[src/rtl/shifter_pkg.sv]
// Shared types and helpers for the pipelined barrel shifter.
// Optional status flags are controlled by BARREL_SHIFTER_STATUS_EN (see top).
package shifter_pkg;

    typedef enum logic [1:0] {
        SLL  = 2'b00,
        SRL  = 2'b01,
        SRA  = 2'b10,
        ROTR = 2'b11
    } shift_op_t;

    // Number of set bits in a mask; used to derive pipeline latency.
    function automatic int popcount(input logic [31:0] v);
        int n;
        n = 0;
        for (int i = 0; i < 32; i++) begin
            n += int'(v[i]);
        end
        return n;
    endfunction

endpackage : shifter_pkg

[src/rtl/shifter_level.sv]
// One combinational mux level of the barrel shifter: shifts by SHIFT when en_i is set.
// With BARREL_SHIFTER_STATUS_EN defined it also tracks the last bit shifted out and a zero flag.
module shifter_level
    import shifter_pkg::*;
#(
    parameter int WIDTH = 32,
    parameter int SHIFT = 16
) (
    input  logic [WIDTH-1:0] data_i,
    input  logic [1:0]       op_i,
    input  logic             sign_i,
    input  logic             en_i,
`ifdef BARREL_SHIFTER_STATUS_EN
    input  logic             carry_i,
    output logic             carry_o,
    output logic             zero_o,
`endif
    output logic [WIDTH-1:0] data_o
);

    // Upper bits that an arithmetic right shift by SHIFT must fill with the sign.
    localparam logic [WIDTH-1:0] SRA_FILL = ~({WIDTH{1'b1}} >> SHIFT);

    shift_op_t op;
    assign op = shift_op_t'(op_i);

    // Data mux: shift/rotate by this level's distance or pass through.
    always_comb begin
        data_o = data_i;
        if (en_i) begin
            case (op)
                SLL:     data_o = data_i << SHIFT;
                SRL:     data_o = data_i >> SHIFT;
                SRA:     data_o = (data_i >> SHIFT) | (sign_i ? SRA_FILL : '0);
                ROTR:    data_o = (data_i >> SHIFT) | (data_i << (WIDTH - SHIFT));
                default: data_o = data_i;
            endcase
        end
    end

`ifdef BARREL_SHIFTER_STATUS_EN
    // Last bit shifted out: the left-shift loses the bit at WIDTH-SHIFT, right shifts and
    // rotate lose (or wrap to the MSB) the bit at SHIFT-1. Earlier levels' carry passes
    // through when this level is idle.
    always_comb begin
        carry_o = carry_i;
        if (en_i) begin
            if (op == SLL) carry_o = data_i[WIDTH-SHIFT];
            else           carry_o = data_i[SHIFT-1];
        end
    end

    assign zero_o = (data_o == '0);
`endif

endmodule : shifter_level

[src/rtl/pipelined_barrel_shifter.sv]
// Parametrised SLL/SRL/SRA/ROTR barrel shifter with optional registers after any mux level.
// Each register stage uses a valid/ready skid-free handshake so bubbles collapse under stall.
// Define BARREL_SHIFTER_STATUS_EN to add the out_carry / out_zero status outputs.
module pipelined_barrel_shifter
    import shifter_pkg::*;
#(
    parameter int                 WIDTH     = 32,
    parameter int                 SHAMT_W   = $clog2(WIDTH),
    parameter logic [SHAMT_W-1:0] PIPE_MASK = SHAMT_W'(5'b00100),
    parameter int                 TAG_W     = 5
) (
    input  logic               clock,
    input  logic               reset_n,
    input  logic               flush,
    input  logic               in_valid,
    output logic               in_ready,
    input  logic [WIDTH-1:0]   in_data,
    input  logic [SHAMT_W-1:0] in_shamt,
    input  logic [1:0]         in_op,
    input  logic [TAG_W-1:0]   in_tag,
    output logic               out_valid,
    input  logic               out_ready,
    output logic [WIDTH-1:0]   out_data,
    output logic [TAG_W-1:0]   out_tag
`ifdef BARREL_SHIFTER_STATUS_EN
    ,
    output logic               out_carry,
    output logic               out_zero
`endif
);

    localparam int LAT = popcount(32'(PIPE_MASK));

    // Index k is the input of mux level k; index SHAMT_W is the output of the whole chain.
    logic               vld_c   [SHAMT_W+1];
    logic               rdy_c   [SHAMT_W+1];
    logic [WIDTH-1:0]   data_c  [SHAMT_W+1];
    logic [SHAMT_W-1:0] shamt_c [SHAMT_W+1];
    logic [1:0]         op_c    [SHAMT_W+1];
    logic [TAG_W-1:0]   tag_c   [SHAMT_W+1];
    logic               sign_c  [SHAMT_W+1];
    logic [WIDTH-1:0]   data_l  [SHAMT_W];
`ifdef BARREL_SHIFTER_STATUS_EN
    logic               carry_c [SHAMT_W+1];
    logic               zero_c  [SHAMT_W+1];
    logic               carry_l [SHAMT_W];
    logic               zero_l  [SHAMT_W];
`endif

    assign vld_c[0]   = in_valid;
    assign data_c[0]  = in_data;
    assign shamt_c[0] = in_shamt;
    assign op_c[0]    = in_op;
    assign tag_c[0]   = in_tag;
    assign sign_c[0]  = in_data[WIDTH-1];
`ifdef BARREL_SHIFTER_STATUS_EN
    assign carry_c[0] = 1'b0;
    assign zero_c[0]  = 1'b0;
`endif

    for (genvar k = 0; k < SHAMT_W; k++) begin : g_level
        shifter_level #(
            .WIDTH (WIDTH),
            .SHIFT (1 << (SHAMT_W - 1 - k))
        ) u_level (
            .data_i  (data_c[k]),
            .op_i    (op_c[k]),
            .sign_i  (sign_c[k]),
            .en_i    (shamt_c[k][SHAMT_W-1-k]),
`ifdef BARREL_SHIFTER_STATUS_EN
            .carry_i (carry_c[k]),
            .carry_o (carry_l[k]),
            .zero_o  (zero_l[k]),
`endif
            .data_o  (data_l[k])
        );

        if (PIPE_MASK[k]) begin : g_reg
            logic               load;
            logic               vld_d;
            logic               vld_q;
            logic [WIDTH-1:0]   data_q;
            logic [SHAMT_W-1:0] shamt_q;
            logic [1:0]         op_q;
            logic [TAG_W-1:0]   tag_q;
            logic               sign_q;
`ifdef BARREL_SHIFTER_STATUS_EN
            logic               carry_q;
            logic               zero_q;
`endif

            // Load when empty or when the downstream side takes our current entry.
            assign load     = !vld_q || rdy_c[k+1];
            assign rdy_c[k] = load;
            assign vld_d    = flush ? 1'b0 : (load ? vld_c[k] : vld_q);

            // Stage valid bit; flush empties the stage on the next edge.
            always_ff @(posedge clock or negedge reset_n) begin
                if (!reset_n) vld_q <= 1'b0;
                else          vld_q <= vld_d;
            end

            // Stage payload; only captured when a real operation moves in.
            always_ff @(posedge clock or negedge reset_n) begin
                if (!reset_n) begin
                    data_q  <= '0;
                    shamt_q <= '0;
                    op_q    <= '0;
                    tag_q   <= '0;
                    sign_q  <= 1'b0;
`ifdef BARREL_SHIFTER_STATUS_EN
                    carry_q <= 1'b0;
                    zero_q  <= 1'b0;
`endif
                end else if (load && vld_c[k]) begin
                    data_q  <= data_l[k];
                    shamt_q <= shamt_c[k];
                    op_q    <= op_c[k];
                    tag_q   <= tag_c[k];
                    sign_q  <= sign_c[k];
`ifdef BARREL_SHIFTER_STATUS_EN
                    carry_q <= carry_l[k];
                    zero_q  <= zero_l[k];
`endif
                end
            end

            assign vld_c[k+1]   = vld_q;
            assign data_c[k+1]  = data_q;
            assign shamt_c[k+1] = shamt_q;
            assign op_c[k+1]    = op_q;
            assign tag_c[k+1]   = tag_q;
            assign sign_c[k+1]  = sign_q;
`ifdef BARREL_SHIFTER_STATUS_EN
            assign carry_c[k+1] = carry_q;
            assign zero_c[k+1]  = zero_q;
`endif
        end else begin : g_wire
            assign rdy_c[k]     = rdy_c[k+1];
            assign vld_c[k+1]   = vld_c[k];
            assign data_c[k+1]  = data_l[k];
            assign shamt_c[k+1] = shamt_c[k];
            assign op_c[k+1]    = op_c[k];
            assign tag_c[k+1]   = tag_c[k];
            assign sign_c[k+1]  = sign_c[k];
`ifdef BARREL_SHIFTER_STATUS_EN
            assign carry_c[k+1] = carry_l[k];
            assign zero_c[k+1]  = zero_l[k];
`endif
        end
    end

    assign rdy_c[SHAMT_W] = out_ready;
    assign out_valid      = vld_c[SHAMT_W];
    assign out_data       = data_c[SHAMT_W];
    assign out_tag        = tag_c[SHAMT_W];
`ifdef BARREL_SHIFTER_STATUS_EN
    assign out_carry      = carry_c[SHAMT_W];
    // A reset/empty pipe may hold zero data; the flag only reports on a live result.
    assign out_zero       = zero_c[SHAMT_W] && vld_c[SHAMT_W];
`endif

    if (LAT == 0) begin : g_comb_ready
        assign in_ready = out_ready;
    end else begin : g_pipe_ready
        assign in_ready = rdy_c[0] && !flush && reset_n;
    end

endmodule : pipelined_barrel_shifter

[config.mk]
export PLATFORM = sky130hd
export DESIGN_NAME = pipelined_barrel_shifter
export DESIGN_NICKNAME = d
export VERILOG_FILES = /design/src/rtl/shifter_pkg.sv /design/src/rtl/shifter_level.sv /design/src/rtl/pipelined_barrel_shifter.sv
export SDC_FILE = /design/constraint.sdc
export NUM_CORES = 1
export LEC_CHECK = 0
export BUFFER_PORTS_ARGS = -buffer_cell sky130_fd_sc_hd__buf_2
export CAP_MARGIN = 40
export CORE_MARGIN = 1.5
export CORE_UTILIZATION = 55
export CTS_CLUSTER_SIZE = 16
export DETAILED_ROUTE_END_ITERATION = 10
export PLACE_DENSITY = 0.77
export SETUP_SLACK_MARGIN = 0.1
export SYNTH_ARGS = -nofsm -noshare
export SYNTH_HDL_FRONTEND = slang
export SYNTH_SLANG_ARGS = --single-unit
[constraint.sdc]
create_clock -name clock -period 7.1 [get_ports clock]
set_clock_uncertainty 0.15 [all_clocks]
set_input_delay 1.42 -clock clock [delete_from_list [all_inputs] [get_ports clock]]
set_output_delay 1.42 -clock clock [all_outputs]
set_load 0.01 [all_outputs]
==> qor.csv, run 1 <==
metric,value,unit
final layout net count,894,
Syn Nets,909,
most common flop cell mapped by yosys,sky130_fd_sc_hd__dfrtp_1,
maximum net fanout on the critical path,40,
total global routing overflow,0,
source-to-sink clock delay at the later pin of the worst-skew pair,0.29,ns
Rows,38,
synthesized area per cell,7.25,um2
setup tns final,0,ns
Post-Synthesis Cells,860,
Worst EP required,5.53,ns
cell total after placement,978,
asr flop ratio synth,100,%
first-pass GRT wire length,33200,um
fin. max-slew vios,0,
detailed placement HPWL,14900,um
area of the die,12000,um2
largest net degree at the start of global routing,93,
transition time of the tightest slew-check pin,0.976,ns
mean number of vias per cell,6.96,
outcome,finished clean,
"Distinct cells, synth",72,
worst max-slew margin expressed relative to the limit,34.9,%
endpoint arrival time on the critical path,2.73,ns
IO buf count,87,
starting density of the core,57.0,%
Min-Delay Path Depth,2,
R2R Path Start,out_valid$_DFFE_PN0P_,
number of enable flip-flop cells after synthesis,0,
class of the tightest hold or removal check,reg -> reg,
sequential area share after synthesis,17.3,%
category of the most critical setup path,reg -> out,
unrepaired setup endpoints after global routing,false,
Max rail drop VDD,0.111,mV
horizontal die dimension,109,um
final critical delay including setup and external delays,4.30,ns
share of post-route cells with drive strength above 1,18.6,%
cts bufs inserted,5,
ports placed on the boundary,88,
launch instance of the worst min-delay path,out_tag[3]$_DFFE_PN0P_,
die span in y,109,um
DRC marker count from the first detailed-route iteration,1048,
clock tree from TritonCTS,yes,
Critical Path Source,g_level[2].g_reg.op_q[0]$_DFFE_PN0P_,
Mapped Area,6230,um2
post-route non-filler standard cell count,986,
library cell occupying the most area in the post-synthesis netlist,sky130_fd_sc_hd__dfrtp_1,
clock slew at reported path FFs,0.06,ns
via count of the first global-routing pass,6020,
post-synthesis sequential element count,43,
DR WL/cell,21.6,um
clock root buffer,sky130_fd_sc_hd__clkbuf_16,
top area cells in the synthesized netlist,"sky130_fd_sc_hd__dfrtp_1 (17%), sky130_fd_sc_hd__mux4_2 (9.4%), sky130_fd_sc_hd__nand2_1 (9.1%)",
buffers inserted by post-CTS timing repair,0,
startpoint types,flop,
final-report hold violation count,0,
layout overhead on the synthesized area,4.02,%
htree depth,2,
portion of synthesized cell area occupied by the leading cell type,17.3,%
Floorplan Core Area,10900,um2
final number of setup-violating endpoints,0,
antenna violations before repair,0,
Yosys warning count,0,
Max Clock Freq,0.233,GHz
DRC errors left,0,
number of antenna-violating nets in the routed design,0,
max-capacitance violation count,0,
part of the cycle the worst path needs,60.5,%
total number of vias,6858,
# clock sinks,43,
worst reg2reg setup slack,4.81,ns
Total Routed Length,21300,um
number of iterations in the first detailed-routing pass,5,
antenna diode instance count,0,
cts hold-fix bufs,0,
power density over the cells,186,nW/um2
Routability Congestion,0.960,
combined global-route utilization of all metal layers,35.7,%
CP Capture Type,output pin,
Max clock buf depth,2,
Lkg Pwr,2.62,nW
post-CTS sizing,0,
worst r2r path cells,6,
[cell usage after synthesis, drive strengths merged, types with 5 or more instances]
master	number
a21o	5
and2	5
o2111a	5
clkbuf	48
nand2	151
and3	14
a41oi	5
mux4	26
nor3	5
a221oi	12
a31oi	16
inv	6
o21a	7
nand2b	17
mux2	10
o22ai	14
o221ai	12
o211ai	7
o22a	5
nand3	36
o21ai	89
o31ai	6
a211oi	15
mux2i	29
buf	72
dfrtp	43
nor2b	31
or3b	5
a21oi	52
a22oi	7
nor2	50
[worst paths after layout]
| check | endpoint |
|---|---|
| worst max-delay path | out_data[24] |
| worst min-delay path | out_tag[3]$_DFFE_PN0P_ |
| worst max register to register | g_level[2].g_reg.data_q[12]$_DFFE_PN0P_ |
| worst min register to register | out_tag[3]$_DFFE_PN0P_ |
| max in group asynchronous | g_level[2].g_reg.shamt_q[1]$_DFFE_PN0P_ |
| min in group asynchronous | g_level[2].g_reg.data_q[31]$_DFFE_PN0P_ |
[critical path, stage by stage (launching register included)]
cell	delay, ns
sky130_fd_sc_hd__dfrtp_1	0.47
sky130_fd_sc_hd__nor2_4	0.45
sky130_fd_sc_hd__buf_4	0.55
sky130_fd_sc_hd__mux4_2	0.58
sky130_fd_sc_hd__nand2_1	0.08
sky130_fd_sc_hd__o21ai_0	0.10
sky130_fd_sc_hd__buf_2	0.18
[sequential cells by signal, summed over array words and instances, names as in the netlist]
| signal | flops |
|---|---|
| g_level.g_reg.sign_q | 1 |
| g_level.g_reg.data_q | 32 |
| out_tag | 5 |
| out_valid | 1 |
| g_level.g_reg.shamt_q | 2 |
| g_level.g_reg.op_q | 2 |
[cells in the final DEF (no fill, tap or decap), drive strengths merged, types with 10 or more instances in the layout]
master | netlist | layout
nand3 | 36 | 36
a21oi | 52 | 52
buf | 72 | 98
a221oi | 12 | 12
nor2 | 50 | 50
dfrtp | 43 | 43
o22ai | 14 | 14
mux2 | 10 | 10
nor2b | 31 | 31
mux2i | 29 | 29
o221ai | 12 | 12
a31oi | 16 | 16
and3 | 14 | 14
nand2 | 151 | 151
o21ai | 89 | 89
nand2b | 17 | 17
a211oi | 15 | 15
mux4 | 26 | 26
[power by group]
| group | switching, W | internal, W |
|---|---|---|
| Sequential | 0.0000759 | 0.000280 |
| Clock | 0.0000998 | 0.000166 |
| Combinational | 0.000334 | 0.000252 |
[cells by family (layout without fill, tap and decap cells)]
family,Yosys count,after routing,synth area share (%)
muxes,65,65,16.0
AOI/OAI and AO/OA,292,292,31.0
and+or+nand+nor,332,332,25.1
xor gates and xnor gates,1,1,0.141
buffers and inverters,127,113,10.6
DFF,43,43,17.3
[area by class of cell]
| type | instances | area [um2] |
|---|---|---|
| flip-flops and latches | 43 | 1080 |
| inverters | 7 | 26.3 |
| clock inverters | 3 | 43.8 |
| clock buffers | 5 | 125 |
| well taps | 140 | 175 |
| fillers | 1078 | 4450 |
| multi-input cells | 690 | 4510 |
| repair buffers | 98 | 522 |
[stage by stage]
step | worst slack (ns) | hold WS [ns] | total power (W) | instance area, um2 | util [%]
after floorplan | 3.74 | 0.333 | 0.000815 | 6230 | -
after global placement | 2.74 | 0.303 | 0.000918 | 6300 | 57.6
after detailed placement | 2.73 | 0.308 | 0.000934 | 6310 | 57.7
after CTS | 2.79 | 0.323 | 0.00120 | 6480 | 59.3
after global routing | 2.57 | 0.352 | 0.00128 | 6480 | 59.3
final | 2.80 | 0.322 | 0.00121 | 6480 | 59.3
[per-layer routing]
| metal | vias to the layer above | part of all wire (%) | track usage, % |
|---|---|---|---|
| li1 | 3135 | - | - |
| met5 | - | 0 | 0 |
| met4 | 0 | 3.0 | 13.6 |
| met3 | 51 | 11 | 7.94 |
| met1 | 3239 | 42 | 50.8 |
| met2 | 433 | 44 | 52.6 |
No activity file was read; power rests on OpenSTA's default activity.
==> inputs of run 2 (changes only) <==
--- a/config.mk
+++ b/config.mk
@@ -5,13 +5,14 @@
 export SDC_FILE = /design/constraint.sdc
 export NUM_CORES = 1
 export LEC_CHECK = 0
+export ABC_AREA = 1
 export BUFFER_PORTS_ARGS = -buffer_cell sky130_fd_sc_hd__buf_2
 export CAP_MARGIN = 40
 export CORE_MARGIN = 1.5
-export CORE_UTILIZATION = 55
+export CORE_UTILIZATION = 52
 export CTS_CLUSTER_SIZE = 16
 export DETAILED_ROUTE_END_ITERATION = 10
-export PLACE_DENSITY = 0.77
+export PLACE_DENSITY = 0.78
 export SETUP_SLACK_MARGIN = 0.1
 export SYNTH_ARGS = -nofsm -noshare
 export SYNTH_HDL_FRONTEND = slang
==> constraint.sdc (replaced) <==
create_clock -name clock -period 3.7 [get_ports clock]
set_clock_uncertainty 0.15 [all_clocks]
set_input_delay 0.74 -clock clock [delete_from_list [all_inputs] [get_ports clock]]
set_output_delay 0.74 -clock clock [all_outputs]
set_load 0.01 [all_outputs]
==> run 2 against run 1 <==
Against the previous run:
- design area down 21%
- worst setup slack got worse by 2.4 ns
- via count decreased by 18%
- largest cell class unchanged
==> qor.csv, run 2 <==
metric,value,unit,change
Total Routed Length,13900,um,-35%
DRC errors left,0,,unchanged
worst reg2reg setup slack,2.01,ns,-2.80 ns
most frequent standard cell in the layout excluding fill and tap cells,sky130_fd_sc_hd__nand2_1,,
starting density of the core,52.9,%,-4.1 points
part of the cycle the worst path needs,88.0,%,
total global routing overflow,0,,unchanged
buffers inserted by post-CTS timing repair,0,,unchanged
cells along the critical path,nor2_4 > buf_4 > nor2_2 > inv_1 > o221ai_1 > buf_2,,
cts bufs inserted,5,,unchanged
power density over the cells,356,nW/um2,+91%
unrepaired setup endpoints after global routing,false,,
Mapped Area,4840,um2,-22%
number of enable flip-flop cells after synthesis,0,,unchanged
worst-case setup slack after placement,0.807,ns,-1.93 ns
portion of synthesized cell area occupied by the leading cell type,23.6,%,+6.4 points
htree depth,2,,unchanged
layout overhead on the synthesized area,6.33,%,
Yosys warning count,0,,unchanged
largest register by flop count,g_level.g_reg.data_q,,
total number of vias,5636,,-18%
most frequently used cell type in the post-synthesis netlist,sky130_fd_sc_hd__nand2_1,,
Post-Synthesis Cells,841,,-2.2%
detailed placement HPWL,10600,um,-29%
Critical Path Slowest Stage Cell,sky130_fd_sc_hd__inv_1,,
internal power consumption,0.00100,W,+44%
IO buf count,87,,unchanged
Reg power frac,33.3,%,+3.8 points
most common flop cell mapped by yosys,sky130_fd_sc_hd__dfrtp_1,,
sw frac,45.2,%,+3.0 points
area of the multi-input gates,3110,um2,-31%
Syn Nets,890,,-2.1%
clock root buffer,sky130_fd_sc_hd__clkbuf_8,,
die span in y,99.5,um,-9.1%
"Distinct cells, synth",28,,-61%
clock slew at reported path FFs,0.08,ns,+0.02 ns
Max rail drop VDD,0.170,mV,+54%
delay contributed by the slowest stage of the critical path,0.45,ns,-0.13 ns
category of the most critical setup path,reg -> out,,
post-CTS sizing,0,,unchanged
worst max-slew margin expressed relative to the limit,50.7,%,+16 points
max reg flops,32,,unchanged
Lkg Pwr,2.62,nW,-0.14%
most used cells in the layout excluding fill and tap cells,"sky130_fd_sc_hd__nand2_1 (305), sky130_fd_sc_hd__nand3_1 (110), sky130_fd_sc_hd__buf_2 (87), sky130_fd_sc_hd__nor2_1 (49), sky130_fd_sc_hd__o21ai_0 (49)",,
CP Capture Type,output pin,,
cts hold-fix bufs,0,,unchanged
layout filler cell count,1014,,-5.9%
sw power,0.000828,W,+62%
final layout net count,914,,+2.2%
final number of setup-violating endpoints,0,,unchanged
Worst EP required,2.81,ns,-2.72 ns
area of the die,9900,um2,-17%
endpoint arrival time on the critical path,2.37,ns,-0.36 ns
share of power burned in combinational logic,49.6,%,+1.1 points
maximum net fanout on the critical path,22,,-45%
horizontal die dimension,99.5,um,-9.1%
asr flop ratio synth,100,%,unchanged
mean number of vias per cell,5.77,,-17%
footprint of the flip-flops and latches,1080,um2,-0.12%
startpoint types,flop,,
antenna violations before repair,0,,unchanged
Routability Congestion,0.960,,about the same
share of post-route cells with drive strength above 1,17.2,%,-1.4 points
DRC marker count from the first detailed-route iteration,518,,-51%
first-pass GRT wire length,23400,um,-30%
outcome,finished clean,,
max-capacitance violation count,0,,unchanged
ports placed on the boundary,88,,unchanged
via count of the first global-routing pass,4933,,-18%
fin. max-slew vios,0,,unchanged
number of iterations in the first detailed-routing pass,5,,unchanged
final critical delay including setup and external delays,3.26,ns,
# clock sinks,43,,unchanged
clock tree from TritonCTS,yes,,
kind of cell adding the most delay to the critical path,buffers and inverters,,
Max clock buf depth,2,,unchanged
post-synthesis sequential element count,43,,unchanged
transition time of the tightest slew-check pin,0.734,ns,-0.242 ns
smallest setup slack after layout,0.443,ns,-2.36 ns
synth cell count leaders,"sky130_fd_sc_hd__nand2_1 (305), sky130_fd_sc_hd__nand3_1 (110), sky130_fd_sc_hd__nor2_1 (50)",,
Floorplan Core Area,9150,um2,-16%
source-to-sink clock delay at the later pin of the worst-skew pair,0.30,ns,about the same
final-report hold violation count,0,,unchanged
Bufs and invs on worst path,3,,+1
antenna diode instance count,0,,unchanged
Rows,35,,-7.9%
setup tns final,0,ns,unchanged
DR WL/cell,14.3,um,-34%
largest net degree at the start of global routing,51,,-45%
library cell occupying the most area in the post-synthesis netlist,sky130_fd_sc_hd__nand2_1,,
Max Clock Freq,0.307,GHz,
class of the tightest hold or removal check,reg -> reg,,
sequential area share after synthesis,22.2,%,+5.0 points
number of antenna-violating nets in the routed design,0,,unchanged
top area cells in the synthesized netlist,"sky130_fd_sc_hd__nand2_1 (24%), sky130_fd_sc_hd__dfrtp_1 (22%), sky130_fd_sc_hd__nand3_1 (11%)",,
clock network fraction of total power,17.1,%,-4.9 points
combined global-route utilization of all metal layers,28.9,%,-6.8 points
synthesized area per cell,5.76,um2,-21%
==> run 2: changes by cell type in the layout (fill, tap and decap cells not counted), moves of 20 or more <==
cell	delta
sky130_fd_sc_hd__nand3_1	+74
sky130_fd_sc_hd__or2_2	+20
sky130_fd_sc_hd__mux4_2	-26
sky130_fd_sc_hd__inv_1	+36
sky130_fd_sc_hd__nor2b_1	-30
sky130_fd_sc_hd__nand2_1	+154
sky130_fd_sc_hd__o21ai_0	-39
sky130_fd_sc_hd__mux2i_1	-29
==> run 2: logic make-up after synthesis <==
kind of cell	synth area share (%)
simple gates	43.9
compound gates	20.2
buf+inv	13.7
flops	22.2
==> run 2: per-layer routing <==
metal / GRT usage [%] / part of all wire (%)
met1: 39.9 / 44
met2: 46.4 / 46
met3: 2.60 / 6.8
met4: 12.6 / 3.2
met5: 0 / 0
==> run 2: worst paths after layout <==
check / start / end / cells after the start
worst min-delay path: out_tag[0]$_DFFE_PN0P_ / out_tag[0]$_DFFE_PN0P_ / 2
worst max-delay path: g_level[2].g_reg.op_q[1]$_DFFE_PN0P_ / out_data[26] / 6
max in group asynchronous: reset_n / out_valid$_DFFE_PN0P_ / 2
worst max register to register: out_valid$_DFFE_PN0P_ / g_level[2].g_reg.data_q[9]$_DFFE_PN0P_ / 8
worst min register to register: out_tag[0]$_DFFE_PN0P_ / out_tag[0]$_DFFE_PN0P_ / 2
min in group asynchronous: reset_n / g_level[2].g_reg.data_q[17]$_DFFE_PN0P_ / 2
==> run 2: power by group through the flow <==
stage	Clock, W	Combinational [W]	Sequential [W]
finish	0.000313	0.000909	0.000610
global route	0.000341	0.00102	0.000618
CTS	0.000318	0.000900	0.000607
detailed placement	0	0.000898	0.000617
global placement	0	0.000886	0.000614
floorplan	0	0.000762	0.000594
==> run 2: final cells by class <==
class,instances,area share [%]
Inverter,50,3.65
Tap cell,111,2.70
Multi-Input combinational cell,665,60.4
Clock buffer,5,1.34
Timing Repair Buffer,100,10.5
Clock inverter,3,0.510
Sequential cell,43,20.9
==> run 2: through the flow <==
stage / std cells / util (%) / hold slack (ns) / total power (W) / area, um2
floorplan: 841 / - / 0.294 / 0.00136 / 4840
global placement: 968 / 55.0 / 0.300 / 0.00150 / 5040
detailed placement: 969 / 55.2 / 0.307 / 0.00151 / 5050
finish: 977 / 56.2 / 0.324 / 0.00183 / 5150
CTS: 977 / 56.2 / 0.329 / 0.00183 / 5150
global route: 977 / 56.2 / 0.350 / 0.00198 / 5150
==> run 2: tightest hold or removal path, stage by stage (launching register included) <==
cell and delay [ns]:
sky130_fd_sc_hd__dfrtp_1 0.35, sky130_fd_sc_hd__nand2_1 0.05, sky130_fd_sc_hd__nand2_1 0.04
